$ cat src/rtl/ctrl_sequencer.sv
// Microcode control sequencer: T-state counter plus combinational decode of
// step, opcode and flags into the bus control strobes of the 8-bit CPU.
module ctrl_sequencer #(
   parameter int OPC_W         = 4,
   parameter int STEP_W        = 3,
   parameter int HALT_ON_UNDEF = 0
) (
   input  logic              clk,
   input  logic              clr_n,
   input  logic [OPC_W-1:0]  opcode,
   input  logic              flag_c,
   input  logic              flag_z,
   output logic [STEP_W-1:0] step,
   output logic              halted,
   output logic              hlt,
   output logic              co_n,
   output logic              mi_n,
   output logic              ro_n,
   output logic              ri_n,
   output logic              io_n,
   output logic              ii_n,
   output logic              ai_n,
   output logic              ao_n,
   output logic              eo_n,
   output logic              bi_n,
   output logic              oi_n,
   output logic              j_n,
   output logic              fi_n,
   output logic              ce,
   output logic              su
);

   typedef enum logic [STEP_W-1:0] {T0, T1, T2, T3, T4} t_step_e;

   localparam logic [OPC_W-1:0] OP_NOP = OPC_W'(4'h0);
   localparam logic [OPC_W-1:0] OP_LDA = OPC_W'(4'h1);
   localparam logic [OPC_W-1:0] OP_ADD = OPC_W'(4'h2);
   localparam logic [OPC_W-1:0] OP_SUB = OPC_W'(4'h3);
   localparam logic [OPC_W-1:0] OP_STA = OPC_W'(4'h4);
   localparam logic [OPC_W-1:0] OP_LDI = OPC_W'(4'h5);
   localparam logic [OPC_W-1:0] OP_JMP = OPC_W'(4'h6);
   localparam logic [OPC_W-1:0] OP_JC  = OPC_W'(4'h7);
   localparam logic [OPC_W-1:0] OP_JZ  = OPC_W'(4'h8);
   localparam logic [OPC_W-1:0] OP_OUT = OPC_W'(4'hE);
   localparam logic [OPC_W-1:0] OP_HLT = OPC_W'(4'hF);

   t_step_e step_q, step_nx;
   logic    halted_q, halted_nx;
   logic    is_undef, halt_op, last;

   always_ff @(posedge clk) begin
      if (!clr_n) begin
         step_q   <= T0;
         halted_q <= 1'b0;
      end else begin
         step_q   <= step_nx;
         halted_q <= halted_nx;
      end
   end

   always_comb begin
      is_undef = 1'b0;
      case (opcode)
         OP_NOP, OP_LDA, OP_ADD, OP_SUB, OP_STA, OP_LDI,
         OP_JMP, OP_JC, OP_JZ, OP_OUT, OP_HLT: is_undef = 1'b0;
         default:                              is_undef = 1'b1;
      endcase
      halt_op = (opcode == OP_HLT) || (is_undef && (HALT_ON_UNDEF != 0));
   end

   always_comb begin
      co_n = 1'b1; mi_n = 1'b1; ro_n = 1'b1; ri_n = 1'b1; io_n = 1'b1;
      ii_n = 1'b1; ai_n = 1'b1; ao_n = 1'b1; eo_n = 1'b1; bi_n = 1'b1;
      oi_n = 1'b1; j_n  = 1'b1; fi_n = 1'b1;
      ce   = 1'b0; su   = 1'b0; hlt  = 1'b0;
      last      = 1'b0;
      step_nx   = t_step_e'(step_q + 1'b1);
      halted_nx = halted_q;

      if (halted_q) begin
         step_nx = T0;
      end else begin
         case (step_q)
            T0: begin
               co_n = 1'b0; mi_n = 1'b0;
            end
            T1: begin
               ro_n = 1'b0; ii_n = 1'b0; ce = 1'b1;
            end
            T2: begin
               last = 1'b1;
               case (opcode)
                  OP_LDA, OP_ADD, OP_SUB, OP_STA: begin
                     io_n = 1'b0; mi_n = 1'b0; last = 1'b0;
                  end
                  OP_LDI: begin io_n = 1'b0; ai_n = 1'b0; end
                  OP_JMP: begin io_n = 1'b0; j_n  = 1'b0; end
                  OP_JC:  begin io_n = ~flag_c; j_n = ~flag_c; end
                  OP_JZ:  begin io_n = ~flag_z; j_n = ~flag_z; end
                  OP_OUT: begin ao_n = 1'b0; oi_n = 1'b0; end
                  default: hlt = halt_op;
               endcase
               if (halt_op) halted_nx = 1'b1;
            end
            T3: begin
               last = 1'b1;
               case (opcode)
                  OP_LDA: begin ro_n = 1'b0; ai_n = 1'b0; end
                  OP_STA: begin ao_n = 1'b0; ri_n = 1'b0; end
                  OP_ADD, OP_SUB: begin
                     ro_n = 1'b0; bi_n = 1'b0; last = 1'b0;
                  end
                  default: ;
               endcase
            end
            T4: begin
               last = 1'b1;
               if (opcode == OP_ADD || opcode == OP_SUB) begin
                  eo_n = 1'b0; ai_n = 1'b0; fi_n = 1'b0;
                  su   = (opcode == OP_SUB);
               end
            end
            default: last = 1'b1;
         endcase
         if (last) step_nx = T0;
      end

      // Reset overrides the decode so nothing drives the bus during clear.
      if (!clr_n) begin
         co_n = 1'b1; mi_n = 1'b1; ro_n = 1'b1; ri_n = 1'b1; io_n = 1'b1;
         ii_n = 1'b1; ai_n = 1'b1; ao_n = 1'b1; eo_n = 1'b1; bi_n = 1'b1;
         oi_n = 1'b1; j_n  = 1'b1; fi_n = 1'b1;
         ce   = 1'b0; su   = 1'b0; hlt  = 1'b0;
      end
   end

   assign step   = step_q;
   assign halted = halted_q;

endmodule

$ cat config.mk
export PLATFORM = sky130hd
export DESIGN_NAME = ctrl_sequencer
export DESIGN_NICKNAME = d
export VERILOG_FILES = /design/src/rtl/ctrl_sequencer.sv
export SDC_FILE = /design/constraint.sdc
export NUM_CORES = 1
export LEC_CHECK = 0
export BUFFER_PORTS_ARGS = -buffer_cell sky130_fd_sc_hd__buf_2
export CELL_PAD_IN_SITES_DETAIL_PLACEMENT = 0
export CELL_PAD_IN_SITES_GLOBAL_PLACEMENT = 2
export CORE_UTILIZATION = 22
export CTS_CLUSTER_SIZE = 24
export DETAILED_ROUTE_END_ITERATION = 8
export GPL_TIMING_DRIVEN = 0
export PLACE_DENSITY_LB_ADDON = 0.08
export SYNTH_ARGS = -nofsm -noshare
export SYNTH_HDL_FRONTEND = slang
export SYNTH_SLANG_ARGS = --single-unit
export TNS_END_PERCENT = 5
$ cat constraint.sdc
create_clock -name clk -period 2.15 [get_ports clk]
set_input_delay 0.3225 -clock clk [delete_from_list [all_inputs] [get_ports clk]]
set_output_delay 0.3225 -clock clk [all_outputs]
set_load 0.005 [all_outputs]
# --- Yosys cells after proc, flatten, opt, wreduce, memory -nomap -nowiden ---
# Index checks and enable logic that the tools add are counted.
op_classes:
  mux: 62
  addsub: 1
  n_bitwise: 3
  reduce_logical: 9
  eq_ne: 14
ops:
  columns: ["cell", "count"]
  rows:
  - ["two-way mux 1 bit", 55]
  - ["equality test 4 x 3 -> 1 bit, second input constant", 4]
  - ["equality test 4 bit, second input constant", 3]
  - ["one-hot mux 1 bit (3 select lines)", 4]
  - ["OR reduction 9 bit", 1]
  - ["equality test 4 x 2 -> 1 bit, second input constant", 2]
  - ["equality test 3 x 2 -> 1 bit, second input constant", 2]
  - ["one-hot mux 1 bit (2 select lines)", 3]
  - ["OR reduction 3 bit", 2]
  - ["OR reduction 6 bit", 1]
  - ["equality test 4 x 1 -> 1 bit, second input constant", 1]
  - ["OR reduction 2 bit", 2]
  - ["OR reduction 4 bit", 1]
  - ["adder 3 x 1 -> 3 bit, second input constant", 1]
  - ["equality test 3 x 1 -> 1 bit, second input constant", 1]
  - ["equality test 3 bit, second input constant", 1]
  - ["zero test 3 bit", 1]
  - ["NOT 1 bit", 3]
  - ["logical OR 1 bit", 1]
word_totals:
  elab_cells: 91
  register_bits: 4
  out_inout_bits: 20
  input_bits: 8

# --- Logic depth before layout (Yosys ltp) ---
# Gate-level depths: netlist of run 1.
logic_depth:
  depth_word: 6
  depth_mapped: 5
  depth_no_buf: 5

# --- Worst setup path before layout of run 1 ---
# No wires, ideal clock.
synth_timing:
  kind: "flip-flop to output port"
  startpoint: "register step_q[0], in the netlist step[0]"
  endpoint: "output port mi_n"
  t_arrival_ps: 1411
  n_path_buf: 0
  t_required_ps: 1827
  setup_slack_ps: 417
  stages_incl_launch_ff: 6
  cell_sequence: "dfxtp_1 -> inv_1 -> ha_1 -> nand2b_1 -> a211oi_2 -> or4_1"
synth_between:
  elab_chain_len: 4
  word_cells_on_any_way: 5
  classes_between: "eq/ne: 1; mux: 3; reduce/logical: 1"
synth_lines:
  columns: ["item", "line", "text"]
  rows:
  - ["start, declared", "47", "t_step_e step_q, step_nx;"]
  - ["start signal, assigned", "56", "step_q <= step_nx;"]
  - ["equality test 3 x 2 -> 1 bit / zero test 3 bit (equally long branches)", "83", "case (step_q)"]
  - ["one-hot mux 1 bit (2 select lines) (*)", "83", null]
  - ["two-way mux 1 bit (*)", "80", "if (halted_q) begin"]
  - ["two-way mux 1 bit (*)", "129", "if (!clr_n) begin"]
  - ["end, declared", "17", "output logic mi_n,"]
# Every way passes the cells marked *; elsewhere a longest branch is shown, timed or not.

# --- Worst setup path after layout of run 1 ---
layout_timing:
  startpoint: "register step_q[2], in the netlist step[2]"
  endpoint: "output port ao_n"
layout_between:
  elab_chain_len: 4
  word_cells_on_any_way: 5
  classes_between: "eq/ne: 2; mux: 3"
layout_lines:
  columns: ["item", "line", "text"]
  rows:
  - ["equality test 3 x 2 -> 1 bit", "83", null]
  - ["one-hot mux 1 bit (2 select lines) (*)", "83", null]
  - ["two-way mux 1 bit (*)", "80", null]
  - ["two-way mux 1 bit (*)", "129", null]
  - ["end, declared", "23", "output logic ao_n,"]
# Marks and branches as above.

==> flow_summary.yaml, run 1 <==
status:
  outcome: "complete, no violations"
worst_setup_path:
  end_kind: "output pin"
  r2r_start: "step[1]$_SDFF_PP0_"
  r2r-end: "step[1]$_SDFF_PP0_"
  reg2reg_depth: 5
  path_cells: "inv_1 -> ha_1 -> inv_1 -> o22ai_1 -> a211o_1 -> buf_2"
  path_class: "register to output pin"
  reg2reg_slack_ns: 0.50
  critical_path_peak_fanout: 10
  arrival_ns: 1.69
  cp_slowest_cell: "dfxtp_2"
  required_ns: 1.83
  max_stage_delay_ns: 0.41
  cp_common_cell: "inv_1"
  cp-start-kind: "register"
yosys:
  synth_fa_ha_area_share_pct: 11.9
  synthSimpleGateAreaFrac_pct: 47.5
  ys_ff_latch: 4
  syn_inst: 69
  syn_avg_cell_area_um2: 7.63
  muxShareOfSynthArea_pct: 0
  synthTopCellsByArea: "dfxtp_1 (15%), ha_1 (12%), nand3_1 (6.7%), nand2b_1 (4.8%), nor4b_4 (4.5%)"
  postSynth.asyncResetShare_pct: 0
  netlist_area_um2: 527
  synth_nets: 82
  synth-edff-count: 0
  ys_warn_count: 0
  yosys_most_used_dff: "dfxtp_1"
  synth_top_family_by_area: "simple AND/OR/NAND/NOR gates"
  synth_top_cell_area_share_pct: 15.2
  seq_area_frac_synth_pct: 15.2
  synth_compound_area_share_pct: 17.1
  yosys.area.top_type: "dfxtp_1"
  synthXorXnorAreaFrac_pct: 0
  synth_cell_types: 33
grt:
  gr-total-overflow: 0
  grt_pass1_wl_um: 2460
  met1_usage_pct: 15.9
  use_met3_pct: 2.38
  track_usage_pct: 12.4
  grt_max_degree: 11
  grt_pass1_vias: 553
  gr-usage-met2_pct: 20.0
  top_usage_layer: "met2"
  antenna_found_initial: 0
place:
  dp_hpwl_um: 1190
  place_congestion: 0.690
  numPortBuffers: 25
die:
  die_w_um: 50.9
  core_area_mm2: 0.00223
  die_height_um: 50.9
  ios: 28
  rows: 17
  die_area_mm2: 0.00259
  start_util_pct: 23.6
route:
  wire_per_inst_um: 12.0
  drt-pass1-iter-count: 4
  drtIter0Drc: 8
  dr_total_vias: 600
  drc: 0
  ant_nets: 0
  wl_um: 1500
  viasPerCell: 4.80
cells_and_area:
  syn2layout_area_growth_pct: 37.1
  fin_nets: 112
  n_antenna_cell: 0
  drive_gt1_share_pct: 40.2
power_and_ir_drop:
  peakVddDrop_v: 0.000391
  power_density_mw_per_mm2: 806
  p_total_w: 0.000582
  leakage_nw: 0.326
timing:
  maxSlewHeadroom_pct: 71.4
  worst_slew_pin_slew_ns: 0.429
  finalSetupTns_ns: 0
  grt_setup_unrepaired: "no"
  post-route-period-util_pct: 93.8
  setup_viol: 0
  fin_crit_ns: 2.02
  hold_violations: 0
  clock_skew_ns: 0.00158
  slew_viol_final: 0
  max_freq_mhz: 496
clocking:
  clk_pin_slew_worst_paths_ns: 0.04
  root_buffer: "clkbuf_4"
  cts_tree: "done"
  cts_made_buffers: 3
  clock_latency_ns: 0.23
  clock_sinks: 4
  clk_path_buf_depth: 2
  h-tree-depth: 1
flow_run:
  maxCapViolations: 0
worst_hold_path:
  worst_hold_path.num_cells: 2
  hp-class: "input pin to register"
  worstHoldStart: "clr_n"
  min_to: "halted$_SDFF_PN0_"
worst max-delay path by stage:
stage / startpoint / end / cells past startpoint
finish: step[2]$_SDFF_PP0_ / ao_n / 6
global route: step[1]$_SDFF_PP0_ / ro_n / 6
CTS: step[0]$_SDFF_PP0_ / mi_n / 6
detailed placement: step[0]$_SDFF_PP0_ / mi_n / 6
global placement: step[0]$_SDFF_PP0_ / mi_n / 6
floorplan: step[0]$_SDFF_PP0_ / mi_n / 5
placed cells by master, fill, tap and decap left out, types with 2 or more instances in the layout:
master	n
buf_2	27
nand2_1	3
nor2_1	4
o21bai_1	2
ha_1	4
nor2b_1	2
nor4_1	2
nor3_1	4
dfxtp_2	2
and3_1	3
dfxtp_1	2
or4_1	2
nand3_1	7
clkbuf_4	3
nand2b_1	3
inv_1	6
report_power, final:
| group | switching [W] | total (W) | leakage (nW) | internal [W] |
|---|---|---|---|---|
| Combinational | 0.000195 | 0.000368 | 0.278 | 0.000173 |
| Clock | 0.0000270 | 0.0000892 | 0.0138 | 0.0000622 |
| Sequential | 0.0000263 | 0.000124 | 0.0334 | 0.0000981 |
repair_timing:
action	in CTS	in global routing
gates resized for setup	2	2
setup endpoints to repair	1	3
hold buffers	0	0
setup buffers	0	0
kinds of logic after synthesis:
group	Yosys count
and+or+nand+nor	39
adders and majority gates	5
buffers and inverters	10
AOI/OAI and AO/OA	11
DFF	4
critical path: cells and delay by family (launching register included):
kind	cells	cell delay [ns]
DFF	1	0.41
buffers and inverters	3	0.40
AOI/OAI and AO/OA	2	0.36
adders and majority gates	1	0.29
per-layer routing:
metal | routed length, µm | vias to the layer above | part of all wire (%)
li1 | - | 311 | -
met1 | 746 | 276 | 50
met2 | 690 | 13 | 46
met3 | 65 | 0 | 4.3
met4 | 0 | 0 | 0
met5 | 0 | - | 0
cells in the mapped netlist, types with 2 or more instances:
library cell,count
and3_1,3
buf_2,2
dfxtp_1,4
ha_1,5
inv_1,6
nand2_1,3
nand2b_1,4
nand3_1,7
nor2_1,4
nor2b_1,2
nor3_1,4
nor4_1,2
o21bai_1,2
or4_1,2
through the flow:
| stage | instances | setup WS (ns) | cell area [µm²] | util, % | hold WS (ns) |
|---|---|---|---|---|---|
| floorplan | 69 | 0.417 | 527 | - | 0.440 |
| global placement | 122 | 0.171 | 687 | 30.8 | 0.493 |
| detailed placement | 122 | 0.188 | 687 | 30.8 | 0.491 |
| CTS | 125 | 0.0259 | 718 | 32.2 | 0.314 |
| global route | 125 | 0.0338 | 722 | 32.3 | 0.328 |
| finish | 125 | 0.133 | 722 | 32.3 | 0.321 |
flip-flops by register name (all words and copies together), names as in the netlist:
register and flops:
step 3, halted 1
final cells by class:
| cell class | instances | area, µm² |
|---|---|---|
| repair buffers | 25 | 125 |
| multi-input cells | 55 | 413 |
| flip-flops and latches | 4 | 82.6 |
| inverters | 6 | 22.5 |
| clock buffers | 3 | 22.5 |
| well taps | 28 | 35.0 |
| plain buffers | 4 | 21.3 |
| fillers | 277 | 1510 |
Note: power is estimated with default switching activity, not from simulation.
==> run 2, diff against run 1 <==
Settings changed: PLACE_DENSITY from default to 0.8, PLACE_DENSITY_LB_ADDON 0.08 to default.
==> run 2 against run 1 <==
First-iteration DRC count is 140% higher. Design area is 0.35% lower. Sequential share of layout area hardly changed. Cell count stayed put. Core utilization is 0.11 points lower. Setup slack worse by 0.032 ns. Non-clock buffer count stayed put. Total power is 1.3% lower. Critical path type unchanged. Critical endpoint is now mi_n.
==> flow_summary.yaml, run 2 (same netlist as run 1, synthesis figures left out) <==
status:
  outcome: "complete, no violations"
die:
  die_area_mm2: 0.00259
  rows: 17
  core_area_mm2: 0.00223
  die_height_um: 50.9
  ios: 28
  die_w_um: 50.9
  start_util_pct: 23.6
worst_setup_path:
  worstSetupStartpoint: "step[0]$_SDFF_PP0_"
  critical_path_peak_fanout: 6
  path_cells: "inv_1 -> ha_1 -> nand2b_4 -> a211oi_2 -> or4_1 -> buf_2"
  reg2reg_depth: 5
  cp_num_buf_inv: 2
  cp-start-kind: "register"
  end_kind: "output pin"
  r2r_start: "step[1]$_SDFF_PP0_"
  path_depth: 6
  path_delay_family: "simple AND/OR/NAND/NOR gates"
  r2r-end: "step[2]$_SDFF_PP0_"
  path_class: "register to output pin"
  cp_slowest_cell: "or4_1"
  max_stage_delay_ns: 0.48
  arrival_ns: 1.73
  required_ns: 1.83
  reg2reg_slack_ns: 0.51
grt:
  grt_pass1_wl_um: 2260
  use_met3_pct: 0.595
  met1_usage_pct: 15.9
  top_usage_layer: "met2"
  antenna_found_initial: 0
  gr-usage-met2_pct: 16.9
  track_usage_pct: 11.0
  grt_max_degree: 11
  grt_pass1_vias: 529
  gr-total-overflow: 0
route:
  wl_um: 1350
  drtIter0Drc: 19
  drc: 0
  drt-pass1-iter-count: 4
  wire_per_inst_um: 10.8
  dr_total_vias: 604
  ant_nets: 0
  viasPerCell: 4.83
timing:
  grt_setup_unrepaired: "no"
  hold_violations: 0
  finalSetupTns_ns: 0
  fin_crit_ns: 2.05
  slew_viol_final: 0
  setup_viol: 0
  max_freq_mhz: 488
  maxSlewHeadroom_pct: 71.2
  clock_skew_ns: 0.000693
  post-route-period-util_pct: 95.3
  worst_slack_ns: 0.101
  worst_slew_pin_slew_ns: 0.432
place:
  dp_hpwl_um: 1100
  place_congestion: 0.737
  place_ws_ns: 0.199
  post_dp_cell_area_um2: 687
  numPortBuffers: 25
power_and_ir_drop:
  leakage_nw: 0.327
  peakVddDrop_v: 0.000553
  power_density_mw_per_mm2: 798
cells_and_area:
  final_cell_mix: "buf_2 (27), nand3_1 (7), inv_1 (6), ha_1 (5)"
  fin_nets: 112
  syn2layout_area_growth_pct: 36.6
  drive_gt1_share_pct: 39.2
  design_area_um2: 719
  n_antenna_cell: 0
  largest_reg_flops: 3
  final_common_cell: "buf_2"
clocking:
  clk_pin_slew_worst_paths_ns: 0.03
  postCtsHoldBufs: 0
  clk_path_buf_depth: 2
  clock_latency_ns: 0.23
  h-tree-depth: 1
  cts_made_buffers: 3
  clock_sinks: 4
  root_buffer: "clkbuf_4"
  cts_tree: "done"
flow_run:
  maxCapViolations: 0
worst_hold_path:
  min_to: "halted$_SDFF_PN0_"
  worst_hold_path.num_cells: 2
  worstHoldStart: "clr_n"
  hp-class: "input pin to register"
## run 2: cell types whose count changed in the layout (fill, tap and decap cells not counted)
cell	change
ha_1	+1
ha_2	-1
## run 2: power breakdown
group / leakage [nW] / switching (W) / internal [W]
combinational: 0.280 / 0.000192 / 0.000171
clock: 0.0138 / 0.0000256 / 0.0000621
sequential: 0.0334 / 0.0000256 / 0.0000981
total: 0.327 / 0.000243 / 0.000331
## run 2: cell type report
| class | instances | area [µm²] |
|---|---|---|
| Tap cell | 28 | 35.0 |
| Multi-Input combinational cell | 55 | 410 |
| Inverter | 6 | 22.5 |
| Clock buffer | 3 | 22.5 |
| Timing Repair Buffer | 25 | 125 |
| Buffer | 4 | 21.3 |
| Sequential cell | 4 | 82.6 |
| Fill cell | 253 | 1510 |
## run 2: what timing repair did
item                                    4_1_cts  5_1_grt
gates cloned                                  0        0
endpoints found under the setup margin        1        2
gates resized for setup                       1        2
setup buffers                                 0        0
## run 2: per-layer routing
metal | vias to the layer above | share of wire, %
li1 | 314 | -
met1 | 277 | 50
met2 | 13 | 45
met3 | 0 | 4.7
met4 | 0 | 0
met5 | - | 0
## run 2: metrics by stage
step / instances / hold WS [ns] / utilization (%) / power [W]
finish: 125 / 0.324 / 32.2 / 0.000574
global route: 125 / 0.327 / 32.2 / 0.000636
CTS: 125 / 0.318 / 32.1 / 0.000578
detailed placement: 122 / 0.499 / 30.8 / 0.000473
global placement: 122 / 0.489 / 30.8 / 0.000475
floorplan: 69 / 0.440 / - / 0.000349
## run 2: worst max-delay path by stage
stage,end,slack [ns]
2_1_floorplan,mi_n,0.42
3_3_place_gp,mi_n,0.20
3_5_place_dp,mi_n,0.20
4_1_cts,mi_n,0.02
5_1_grt,mi_n,0.01
6_report,mi_n,0.10
